===== config.mk =====
export PLATFORM = sky130hd
export DESIGN_NAME = simon_key_stream
export DESIGN_NICKNAME = d
export VERILOG_FILES = /design/src/rtl/simon_pkg.sv /design/src/rtl/simon_key_step.sv /design/src/rtl/simon_key_stream.sv
export SDC_FILE = /design/constraint.sdc
export NUM_CORES = 1
export LEC_CHECK = 0
export ABC_CLOCK_PERIOD_IN_PS = 7700
export CORE_UTILIZATION = 45
export DETAILED_ROUTE_END_ITERATION = 10
export GPL_TIMING_DRIVEN = 0
export MAX_ROUTING_LAYER = met4
export PLACE_DENSITY = 0.76
export SETUP_SLACK_MARGIN = 0.1
export SYNTH_ARGS = -nofsm -noshare
export SYNTH_HDL_FRONTEND = slang
export SYNTH_HIERARCHICAL = 1
export SYNTH_SLANG_ARGS = --single-unit

===== constraint.sdc =====
create_clock -name clk -period 7.7 [get_ports clk]
set_input_delay 1.54 -clock clk [delete_from_list [all_inputs] [get_ports clk]]
set_output_delay 1.54 -clock clk [all_outputs]
set_load 0.01 [all_outputs]

===== src/rtl/simon_pkg.sv =====
// Shared SIMON constants: z sequences, round counts, z selection and the key-stream state enum.
// The SIMON round engine uses this package as well.
package simon_pkg;

  typedef enum logic [1:0] {S_IDLE, S_STREAM, S_DONE} state_t;

  function automatic logic [61:0] rev62(input logic [61:0] x);
    logic [61:0] r;
    for (int i = 0; i < 62; i++) r[i] = x[61-i];
    return r;
  endfunction

  // Literals are written in paper digit order (first digit leftmost), then flipped so bit i = digit i
  localparam logic [61:0] Z0 = rev62(62'b11111010001001010110000111001101111101000100101011000011100110);
  localparam logic [61:0] Z1 = rev62(62'b10001110111110010011000010110101000111011111001001100001011010);
  localparam logic [61:0] Z2 = rev62(62'b10101111011100000011010010011000101000010001111110010110110011);
  localparam logic [61:0] Z3 = rev62(62'b11011011101011000110010111100000010010001010011100110100001111);
  localparam logic [61:0] Z4 = rev62(62'b11010001111001101011011000100000010111000011001010010011101111);

  function automatic int rounds(input int n, input int m);
    if (n == 16)      return 32;
    else if (n == 24) return 36;
    else if (n == 32) return (m == 3) ? 42 : 44;
    else if (n == 48) return (m == 2) ? 52 : 54;
    else              return (m == 2) ? 68 : ((m == 3) ? 69 : 72);
  endfunction

  function automatic int zsel(input int n, input int m);
    if (n == 16)      return 0;
    else if (n == 24) return (m == 3) ? 0 : 1;
    else if (n == 32) return (m == 3) ? 2 : 3;
    else if (n == 48) return (m == 2) ? 2 : 3;
    else              return (m == 2) ? 2 : ((m == 3) ? 3 : 4);
  endfunction

  function automatic logic [61:0] zseq(input int j);
    case (j)
      0:       return Z0;
      1:       return Z1;
      2:       return Z2;
      3:       return Z3;
      default: return Z4;
    endcase
  endfunction

endpackage


===== src/rtl/simon_key_step.sv =====
// One SIMON key-schedule step: window of M words plus z bit -> next key word.
module simon_key_step #(
  parameter int N = 64,
  parameter int M = 4
) (
  input  logic [M*N-1:0] win,
  input  logic           zbit,
  output logic [N-1:0]   next
);
  logic [N-1:0] w0, wl, t0, t1;

  assign w0 = win[N-1:0];
  assign wl = win[M*N-1:(M-1)*N];

  generate
    if (M == 4) begin : g_m4
      assign t0 = {wl[2:0], wl[N-1:3]} ^ win[2*N-1:N];
    end else begin : g_mx
      assign t0 = {wl[2:0], wl[N-1:3]};
    end
  endgenerate

  assign t1 = t0 ^ {t0[0], t0[N-1:1]};
  // ~w0 ^ 3 is the constant c = 2^N-4 folded into the XOR chain
  assign next = ~w0 ^ t1 ^ {{(N-2){1'b0}}, 2'b11} ^ {{(N-1){1'b0}}, zbit};
endmodule


===== src/rtl/simon_key_stream.sv =====
// SIMON key expansion engine: loads an M-word master key and streams T round keys
// over a valid/ready handshake, one per accepted beat.
module simon_key_stream
  import simon_pkg::*;
#(
  parameter int N = 64,
  parameter int M = 4
) (
  input  logic           clk,
  input  logic           res,
  input  logic           start,
  input  logic [M*N-1:0] key,
  output logic           busy,
  output logic           rk_valid,
  input  logic           rk_ready,
  output logic [N-1:0]   rk_data,
  output logic [6:0]     rk_idx,
  output logic           done
);
  localparam int          T  = rounds(N, M);
  localparam logic [61:0] ZV = zseq(zsel(N, M));

  state_t               state;
  logic [M-1:0][N-1:0]  win;
  logic [5:0]           zcnt;
  logic [N-1:0]         nxt;

  simon_key_step #(.N(N), .M(M)) u_step (
    .win  (win),
    .zbit (ZV[zcnt]),
    .next (nxt)
  );

  always_ff @(posedge clk) begin
    if (res) begin
      state    <= S_IDLE;
      win      <= '0;
      zcnt     <= '0;
      busy     <= 1'b0;
      rk_valid <= 1'b0;
      rk_data  <= '0;
      rk_idx   <= '0;
      done     <= 1'b0;
    end else begin
      done <= 1'b0;
      case (state)
        S_IDLE: begin
          if (start) begin
            win      <= key;
            zcnt     <= '0;
            rk_idx   <= '0;
            rk_data  <= key[N-1:0];
            rk_valid <= 1'b1;
            busy     <= 1'b1;
            state    <= S_STREAM;
          end
        end
        S_STREAM: begin
          // rk_valid is always high here, so ready alone marks an accept
          if (rk_ready) begin
            win  <= {nxt, win[M-1:1]};
            zcnt <= (zcnt == 6'd61) ? 6'd0 : zcnt + 6'd1;
            if (rk_idx == 7'(T-1)) begin
              rk_valid <= 1'b0;
              busy     <= 1'b0;
              done     <= 1'b1;
              state    <= S_DONE;
            end else begin
              rk_idx  <= rk_idx + 7'd1;
              rk_data <= win[1];
            end
          end
        end
        S_DONE:  state <= S_IDLE;
        default: state <= S_IDLE;
      endcase
    end
  end
endmodule


Word level (Yosys, flattened, before mapping):

Memories as Yosys holds them, arrays and structs flattened. A register that Yosys moved wholly into a read port is not among the register bits.
Index checks and enable logic that the tools add are counted.

* register bits: 337
* latch bits: 0
* bits in writable memories: 0
* memory bits (read-only): 64
* bits of input ports: 260
* output and inout bits: 74
* logic and storage cells: 63
* memories kept: 1

* $add $sub $neg: 2
* $mul: 0
* div/mod/pow operators: 0
* order comparisons: 1
* eq/ne operators: 7
* shifts and indexed selects: 0
* mux-type cells: 27
* bitwise operators: 8
* reduce and logical (&&, ||, !) cells: 7

Memory list
* (no name shown): words 64, width 1, rd ports 1, clocked after Yosys merged registers in 1, wr ports 0, RTL line simon_key_stream.sv:30 `.zbit (ZV[zcnt]),`

Operator list (number)
* 256-bit two-way mux: 2
* 256-bit one-hot mux with 2 select lines: 1
* 64-bit two-way mux: 3
* 64-bit XOR: 3
* 64-bit one-hot mux with 2 select lines: 1
* 64-bit NOT: 1
* 64-bit by 1-bit XOR with 64-bit output: 1
* 6-bit two-way mux: 5
* 7-bit two-way mux: 3
* 7-bit one-hot mux with 2 select lines: 1
* 6-bit one-hot mux with 2 select lines: 1
* 2-bit inequality test, second input constant: 4
* 4-bit AND reduction: 2
* 7-bit by 1-bit adder with 7-bit output, second input constant: 1
* 7-bit == test, second input constant: 1
* 6-bit by 7-bit less-than comparator with 1-bit output, second input constant: 1
* 6-bit by 1-bit adder with 6-bit output, second input constant: 1
* 6-bit == test, second input constant: 1
* 2-bit two-way mux: 3
* 3-bit AND reduction: 2
* 1-bit two-way mux: 5
* 2-bit one-hot mux with 2 select lines: 1
* 3-bit OR reduction: 1
* 2-bit by 1-bit == test with 1-bit output, second input constant: 1
* other kinds (5): 6

Logic depth before layout (Yosys ltp):

Gate-level depths: netlist of the first run.

* depth in word-level cells: 7
* mapped depth: 12
* depth with buffers taken out: 12

Cells and area by module:

Netlist of the first run, hierarchy kept.

Modules (own cells, without submodules)
* simon_key_stream: instances 1, cells an instance 1718, area an instance 14002.2 um^2, sequential area each 6766.5 um^2
* simon_key_step: instances 1, cells an instance 129, area an instance 2018.2 um^2, sequential area each 0.0 um^2

Worst setup path before layout of the first run:

No wires, ideal clock.

* kind: input -> register
* start point: input port rk_ready
* end point: register (tool-made name)
* setup time: 0.079 ns
* data arrival time: 3.232 ns
* required time: 7.621 ns
* slack: 4.388 ns
* stages: 8
* path buffers: 0
* cell sequence: inv_1 a2111oi_0 a21oi_1 nor2_1 ha_1 nor4b_1 o31ai_1 a211oi_2

RTL lines
* start: declaration: RTL line simon_key_stream.sv:15 `input logic rk_ready,`

==> results of run 1 <==
-- final cells by class --
class	instances	area, sq um	area share
Inverter	10	37.5	0.00176
Sequential cell	338	6770	0.318
Tap cell	455	569	0.0268
Clock buffer	60	1160	0.0544
Multi-Input combinational cell	1329	8510	0.400
Timing Repair Buffer	333	3330	0.157
Clock inverter	9	195	0.00917
Buffer	170	711	0.0334
-- cells in the mapped netlist (7+ instances only) --
library cell  count  share of area
xnor3_1          64          0.090
a311oi_1        192           0.10
a21oi_1           7         0.0022
a211oi_1         72          0.034
buf_2            49          0.015
clkbuf_1        117          0.027
nor3_1           61          0.019
nand2_1         398          0.093
a221oi_1         57          0.031
inv_1             9         0.0021
nor2_1          333          0.078
mux2i_1           8         0.0050
xor2_1           68          0.037
dfxtp_1         338           0.42
-- flip-flops by register name, indices dropped and copies added (netlist names), named ones only --
| register | flops |
|---|---|
| win | 256 |
| rk_data | 64 |
| rk_idx | 7 |
| zcnt | 6 |
| state | 2 |
| done | 1 |
| rk_valid | 1 |
-- critical path, stage by stage --
cell	delay, ps
clkdlybuf4s50_1	720
clkbuf_1	450
clkbuf_1	530
nor2_1	200
ha_1	340
inv_1	80
a21oi_1	40
o21ai_0	170
a31oi_1	120
a211oi_2	300
-- cells by family after synthesis --
group / share of synthesized area
compound gates: 0.187
xor+xnor: 0.129
fa+ha+maj: 0.00469
buf+inv: 0.0467
flops: 0.422
mux: 0.00570
simple gates: 0.205
-- where the power goes --
part | switching [mW] | internal (mW) | total [mW] | leakage [nW]
Sequential | 0.142 | 1.92 | 2.06 | 2.80
Clock | 0.733 | 1.23 | 1.97 | 0.660
Combinational | 0.568 | 0.605 | 1.17 | 5.22
Total | 1.44 | 3.75 | 5.20 | 8.69
-- layer usage --
layer	routed length, um	vias up
li1	-	7320
met1	25000	7398
met2	26300	692
met3	3770	98
met4	1800	0
met5	0	-
-- metrics by stage --
stage | hold WS [ps] | power [mW]
finish | 475 | 5.20
global route | 490 | 5.39
CTS | 477 | 5.19
detailed placement | 468 | 3.25
global placement | 460 | 3.23
floorplan | 455 | 2.80
-- how the worst max path moves through the flow --
| stage | endpoint |
|---|---|
| after floorplan | flop |
| after global placement | flop |
| after detailed placement | flop |
| after CTS | flop |
| after global routing | flop |
| final | flop |
==> impl_metrics.py, run 1 <==
metrics = {
    "timing": {
        "fin_ws_ps": 3630,
        "finalCritPeriodShare": 0.529,
        "setup_total_negative_slack_ps": 0,
        "drv_slew": 0,
        "max_clock_freq_ghz": 0.245,
        "setup-violations-final": 0,
        "worst-slew-pin-transition_ps": 1100,
        "final_hold_viols": 0,
        "grt_setup_unrepaired": "no",
        "final.setup_skew_ps": 17.4,
        "maxSlewHeadroom": 0.267,
        "final.min_clock_period_ps": 4070,
    },
    "global_routing": {
        "global_route.usage.met3": 0.0353,
        "groute.layer.met2.usage": 0.502,
        "grt_busiest_layer": "met2",
        "grt_max_degree": 14,
        "vias_in_the_first_global_route": 15200,
        "grt_overflow": 0,
        "initial_antenna_violation_count": 0,
        "grt_use_total": 0.317,
        "grt_pass1_wl_um": 86300,
        "grt_util_met1": 0.421,
    },
    "clock_network": {
        "tritoncts": "done",
        "cts_hold_repair.buffers": 0,
        "clock_tree.root_cell": "clkbuf_16",
        "clock_sink_count": 338,
        "cts-buffers-inserted": 38,
        "cts.reportedPaths.clkPinSlew_ps": 60,
        "cts_max_path_buffers": 3,
        "cts_repair_resize_count": 0,
        "cts_setup_buffers": 0,
        "cts_max_level": 2,
        "clock_insertion_delay_worst_skew_ps": 520,
    },
    "setup_path": {
        "crit_path_max_fanout": 10,
        "criticalPathCategory": "in2reg",
        "crit_path_dat_ps": 4500,
        "cp-start-kind": "input pin",
        "ff2ff_path_depth": 7,
        "timing.critical_path.from": "res",
        "end_of_the_worst_register_to_register_path": "win[79]",
        "worst-r2r-setup-slack_ps": 4280,
        "worstSetupEndpointType": "flop",
        "worst_flop_to_flop_path_startpoint": "state[0]",
        "critPathRequiredTime_ps": 8130,
    },
    "detailed_routing": {
        "routed_wirelength_um": 56800,
        "drc": 0,
        "via_count": 15500,
        "dr.pass1.iters": 5,
        "antenna_violating_nets_left": 0,
        "wl_per_cell_um": 21.0,
        "dr.first_iter.drc_count": 1253,
        "drt-vias-per-instance": 5.74,
    },
    "floorplanning": {
        "die-width_um": 191,
        "core_area_sq_um": 34800,
        "floorplan.initialDensity": 0.460,
        "die_height_um": 191,
        "die_area_sq_um": 36400,
        "core.rowCount": 68,
        "pin_count": 334,
    },
    "synthesis": {
        "seq_area_frac_synth": 0.422,
        "synth-edff-count": 0,
        "syn_inst": 1847,
        "mean_cell_area_of_the_mapped_netlist_sq_um": 8.67,
        "ys.flop_type": "dfxtp_1",
        "yosys_warning_count": 6,
        "netlist-cell-type-count": 53,
        "asyncSetResetFlopFracSynth": 0,
        "net_count_after_synthesis": 2113,
        "postSynthRegisterBits": 338,
        "netlist_area_sq_um": 16000,
    },
    "placement": {
        "hpwl_um": 44200,
        "gpl.final_weighted_congestion": 0.944,
        "number_of_input_and_output_port_buffers_inserted": 333,
        "dpl.cell_count": 2635,
        "preCtsSetupSlack_ps": 3200,
        "postPlaceCellArea_sq_um": 19900,
    },
    "cells_and_area": {
        "area_growth_syn_to_layout_pct": 32.8,
        "post_layout_net_count": 2486,
        "layout_common_cells": "nand2_1, dfxtp_1, nor2_1, clkdlybuf4s50_1, a311oi_1",
        "finalCoreUtilization": 0.611,
        "final_layout_size_suffix_gt1_frac": 0.0529,
        "final_cell_count_no_fill": 2704,
        "stdcell_area_sq_um": 21300,
        "filler_cell_count": 3051,
        "most_common_library_cell_in_the_layout_ignoring_fill_and_taps": "nand2_1",
        "antenna-diode-count": 0,
    },
    "power": {
        "max-vdd-ir-drop_v": 0.000150,
        "power_leakage_nw": 8.69,
        "power_density_over_the_cells_nw_per_um2": 244,
    },
    "hold_path": {
        "hold_path_class": "reg2reg",
        "holdPathStages": 2,
        "hp-start": "win[128]",
        "worstHoldEndpoint": "win[64]",
    },
    "flow_run": {
        "max_cap_violations": 0,
    },
    "outcome": {
        "run_status": "finished, final reports clean",
    },
}
No activity file was read; power rests on OpenSTA's default activity.
==> inputs of run 2 (changes only) <==
- ABC_CLOCK_PERIOD_IN_PS: 7700 -> 3500
- PLACE_DENSITY: 0.76 -> 0.79
- clock period: 7.7 -> 3.5 ns (I/O delays scaled with it)
==> impl_metrics.py, run 2 (synthesis gave the netlist of run 1 again) <==
metrics = {
    "detailed_routing": {
        "drt-vias-per-instance": 5.80,
        "dr.pass1.iters": 6,
        "wl_per_cell_um": 21.4,
        "via_count": 15700,
        "drc": 0,
        "antenna_violating_nets_left": 0,
        "routed_wirelength_um": 58000,
        "dr.first_iter.drc_count": 1203,
    },
    "cells_and_area": {
        "area_growth_syn_to_layout_pct": 33.3,
        "largest_register_ffs": 256,
        "post_layout_net_count": 2486,
        "largest-register": "win",
        "layout_common_cells": "nand2_1, dfxtp_1, nor2_1, clkdlybuf4s50_1, a311oi_1",
        "final_layout_size_suffix_gt1_frac": 0.0551,
        "largest_registers": "win (256), rk_data (64), rk_idx (7)",
        "most_common_library_cell_in_the_layout_ignoring_fill_and_taps": "nand2_1",
        "stdcell_area_sq_um": 21400,
        "finalCoreUtilization": 0.614,
        "filler_cell_count": 3032,
    },
    "global_routing": {
        "vias_in_the_first_global_route": 15000,
        "grt_overflow": 0,
        "grt_use_total": 0.322,
        "grt_busiest_layer": "met2",
        "grt_util_met1": 0.428,
        "grt_pass1_wl_um": 86800,
        "global_route.usage.met3": 0.0350,
        "groute.layer.met2.usage": 0.495,
        "grt_max_degree": 14,
        "initial_antenna_violation_count": 2,
    },
    "timing": {
        "final.min_clock_period_ps": 3290,
        "max_clock_freq_ghz": 0.304,
        "setup-violations-final": 0,
        "fin_ws_ps": 214,
        "final_hold_viols": 0,
        "final.setup_skew_ps": 11.6,
        "drv_slew": 0,
        "worst-slew-pin-transition_ps": 1100,
        "grt_setup_unrepaired": "no",
        "maxSlewHeadroom": 0.269,
        "finalCritPeriodShare": 0.939,
    },
    "floorplanning": {
        "core_area_sq_um": 34800,
        "die_height_um": 191,
        "floorplan.initialDensity": 0.460,
        "die_area_sq_um": 36400,
        "pin_count": 334,
        "die-width_um": 191,
        "core.rowCount": 68,
    },
    "power": {
        "max-vdd-ir-drop_v": 0.000352,
        "power_leakage_nw": 8.72,
        "power_density_over_the_cells_nw_per_um2": 545,
    },
    "placement": {
        "postPlaceCellArea_sq_um": 19900,
        "number_of_input_and_output_port_buffers_inserted": 333,
        "preCtsSetupSlack_ps": -177,
        "hpwl_um": 44800,
        "gpl.final_weighted_congestion": 0.968,
    },
    "flow_run": {
        "max_cap_violations": 0,
    },
    "clock_network": {
        "cts_repair_resize_count": 0,
        "cts-buffers-inserted": 38,
        "cts.reportedPaths.clkPinSlew_ps": 60,
        "clock_tree.root_cell": "clkbuf_16",
        "clock_insertion_delay_worst_skew_ps": 530,
        "cts_setup_buffers": 0,
        "tritoncts": "done",
        "cts_hold_repair.buffers": 0,
        "cts_max_level": 2,
        "cts_max_path_buffers": 3,
        "clock_sink_count": 338,
    },
    "setup_path": {
        "criticalPathCategory": "reg2reg",
        "worst-r2r-setup-slack_ps": 210,
        "worstSetupEndpointType": "flop",
        "crit_path_max_fanout": 10,
        "critPathRequiredTime_ps": 3910,
        "cp-start-kind": "flop",
        "ff2ff_path_depth": 7,
        "crit_path_dat_ps": 3700,
    },
    "hold_path": {
        "holdPathStages": 2,
        "hold_path_class": "reg2reg",
    },
    "outcome": {
        "run_status": "finished, final reports clean",
    },
}
[run 2: cell types whose count changed in the layout (fill, tap and decap cells not counted), sizes merged]
| cell | before | now |
|---|---|---|
| clkbuf | 177 | 175 |
| diode | 0 | 2 |
| bufinv | 6 | 8 |
| clkinvlp | 0 | 1 |
[run 2: worst paths after layout]
| kind | from | to |
|---|---|---|
| setup / recovery | state[0] | win[79] |
| hold / removal | win[172] | win[108] |
| setup reg to reg | state[0] | win[79] |
| hold reg to reg | win[172] | win[108] |
[run 2: per-stage QoR]
stage                     cells  hold WS (ps)  setup TNS [ps]  power (mW)
after floorplan            1847           455               0        6.15
after global placement     2635           461            -443        7.12
after detailed placement   2635           468           -1160        7.16
after CTS                  2705           475               0        11.6
after global routing       2707           500               0        12.1
final                      2707           474               0        11.6
[run 2: area by class of cell]
type,count,area (sq um),area share
multi-input combinational,1329,8510,0.398
sequential,338,6770,0.317
timing repair buffer,333,3330,0.156
clock buffer,58,1160,0.0543
buffer,170,712,0.0333
tap,455,569,0.0267
clock inverter,12,267,0.0125
inverter,10,37.5,0.00176
antenna,2,5.00,0.000234
[run 2: power by group]
group / internal [mW] / switching, mW
combinational: 1.33 / 1.26
sequential: 4.22 / 0.314
clock: 2.88 / 1.64
total: 8.43 / 3.21
[run 2: critical path: stages, from the launching register on]
cell      delay (ps)
dfxtp_1          300
buf_4            170
nand2b_1         170
clkbuf_1         700
clkbuf_1         880
clkbuf_1         470
nand2_1          110
a311oi_1         350
[run 2: metal layers]
layer,share of wire,vias up
li1,-,7341
met5,0,-
met3,0.071,141
met2,0.45,719
met4,0.043,0
met1,0.44,7491
==> inputs of run 3 (changes only) <==
- ABC_CLOCK_PERIOD_IN_PS: 3500 -> 4200
- CORE_ASPECT_RATIO: unset -> 0.8
- PLACE_DENSITY: 0.79 -> 0.76
- clock period: 3.5 -> 4.2 ns (I/O delays scaled with it)
==> impl_metrics.py, run 3 (synthesis gave the netlist of run 1 again) <==
metrics = {
    "detailed_routing": {
        "met1_length_um": 25300,
        "met3_length_um": 4920,
        "drc": 0,
        "met2_wirelength_um": 25400,
        "antenna_violating_nets_left": 0,
        "drt-vias-per-instance": 5.74,
        "dr.first_iter.drc_count": 1385,
        "routed_wirelength_um": 57900,
        "wl_per_cell_um": 21.3,
        "top_layer": "met4",
        "via_count": 15600,
        "dr.pass1.iters": 6,
    },
    "hold_path": {
        "holdPathStages": 2,
        "hold_path_class": "reg2reg",
        "hp-start": "win[160]",
    },
    "cells_and_area": {
        "largest-register": "win",
        "most_common_library_cell_in_the_layout_ignoring_fill_and_taps": "nand2_1",
        "post_layout_net_count": 2483,
        "layout_common_cells": "nand2_1, dfxtp_1, nor2_1, clkdlybuf4s50_1, a311oi_1",
        "final_layout_size_suffix_gt1_frac": 0.0522,
        "largest_register_ffs": 256,
        "largest_registers": "win (256), rk_data (64), rk_idx (7)",
        "area_growth_syn_to_layout_pct": 31.7,
        "final_cell_count_no_fill": 2717,
    },
    "setup_path": {
        "worst-path-stages": 7,
        "critPathTopFamily": "buffers and inverters",
        "worst-r2r-setup-slack_ps": 740,
        "end_of_the_worst_register_to_register_path": "win[112]",
        "cpMostUsedCell": "clkbuf_1",
        "worst_flop_to_flop_path_startpoint": "state[0]",
        "timing.critical_path.from": "state[0]",
        "criticalPathCategory": "reg2reg",
        "ff2ff_path_depth": 7,
        "slowest_stage": "clkbuf_1",
        "crit_path_dat_ps": 3890,
        "cp-start-kind": "flop",
        "critPathRequiredTime_ps": 4640,
        "worstSetupEndpointType": "flop",
        "critical_path.cell_chain": "buf_4 -> nand2b_1 -> clkbuf_1 -> clkbuf_1 -> clkbuf_1 -> nand2_1 -> a311oi_1",
        "worst_path_largest_cell_delay_ps": 1000,
        "crit_end": "win[112]",
        "crit_buf_inv": 4,
        "crit_path_max_fanout": 10,
    },
    "floorplanning": {
        "core_area_sq_um": 34900,
        "die_height_um": 171,
        "floorplan.initialDensity": 0.459,
        "die-width_um": 213,
        "pin_count": 334,
        "die_area_sq_um": 36400,
        "core.rowCount": 61,
    },
    "power": {
        "power_leakage_nw": 8.60,
        "max-vdd-ir-drop_v": 0.000220,
        "power_density_over_the_cells_nw_per_um2": 433,
    },
    "timing": {
        "final_hold_viols": 0,
        "worst-slew-pin-transition_ps": 1320,
        "finalCritPeriodShare": 0.823,
        "drv_slew": 0,
        "max_clock_freq_ghz": 0.289,
        "setup-violations-final": 0,
        "setup_total_negative_slack_ps": 0,
        "maxSlewHeadroom": 0.122,
        "final.setup_skew_ps": 11.9,
        "final.min_clock_period_ps": 3460,
        "fin_ws_ps": 745,
        "grt_setup_unrepaired": "no",
    },
    "clock_network": {
        "cts_max_path_buffers": 3,
        "cts_max_level": 2,
        "cts_hold_repair.buffers": 0,
        "cts_setup_buffers": 0,
        "clock_insertion_delay_worst_skew_ps": 540,
        "clock_tree.root_cell": "clkbuf_16",
        "cts.reportedPaths.clkPinSlew_ps": 60,
        "cts_repair_resize_count": 0,
        "cts-buffers-inserted": 35,
        "clock_sink_count": 338,
        "tritoncts": "done",
    },
    "placement": {
        "gpl.final_weighted_congestion": 0.984,
        "preCtsSetupSlack_ps": 461,
        "number_of_input_and_output_port_buffers_inserted": 333,
        "dpl.cell_count": 2652,
        "hpwl_um": 45100,
    },
    "global_routing": {
        "grt_use_total": 0.321,
        "grt_pass1_wl_um": 86000,
        "grt_max_degree": 15,
        "grt_overflow": 0,
        "vias_in_the_first_global_route": 15000,
        "initial_antenna_violation_count": 4,
    },
    "flow_run": {
        "max_cap_violations": 0,
    },
    "outcome": {
        "run_status": "finished, final reports clean",
    },
}
## run 3: cell count changes in the layout (fill, tap and decap cells not counted), moves of 3 or more
cell,previous run,this run
clkbuf_16,41,37
clkbuf_8,7,4
bufinv_16,8,3
clkinv_2,2,9
## run 3: area by class of cell
cell class                      count  area [sq um]
Clock buffer                       49          1010
Multi-Input combinational cell   1329          8510
Sequential cell                   338          6770
Antenna cell                        3          7.51
Tap cell                          472           591
Timing Repair Buffer              333          3330
Clock inverter                     13           143
Inverter                           10          37.5
Fill cell                        3058         13800
Buffer                            170           711
## run 3: worst min-delay path by stage
stage	end	slack, ps
2_1_floorplan	win[100]	460
3_3_place_gp	win[90]	460
3_5_place_dp	win[96]	470
4_1_cts	win[96]	480
5_1_grt	win[66]	500
6_report	win[96]	480
## run 3: report_power, final
group          switching [mW]  total, mW  internal (mW)  leakage (nW)
clock network            1.32       3.19           1.87         0.572
registers               0.263       3.78           3.51          2.80
logic                    1.05       2.16           1.11          5.22
## run 3: layer usage
metal	global-route usage	vias to the layer above
li1	-	7312
met1	0.439	7405
met4	0.128	0
met2	0.477	757
met3	0.0466	129
met5	-	-
## run 3: tightest hold or removal path: cells and delay by family, from the launching register on
kind / cells / cell delay, ps
simple gates: 1 / 50
compound gates: 1 / 70
flops: 1 / 310
## run 3: per-stage QoR
stage | area (sq um) | hold WS [ps] | total power [mW] | util
2_1_floorplan | 16000 | 455 | 5.13 | -
3_3_place_gp | 19900 | 462 | 5.92 | 0.572
3_5_place_dp | 19900 | 471 | 5.97 | 0.572
4_1_cts | 21100 | 480 | 9.11 | 0.605
5_1_grt | 21100 | 500 | 9.45 | 0.605
6_report | 21100 | 480 | 9.13 | 0.605
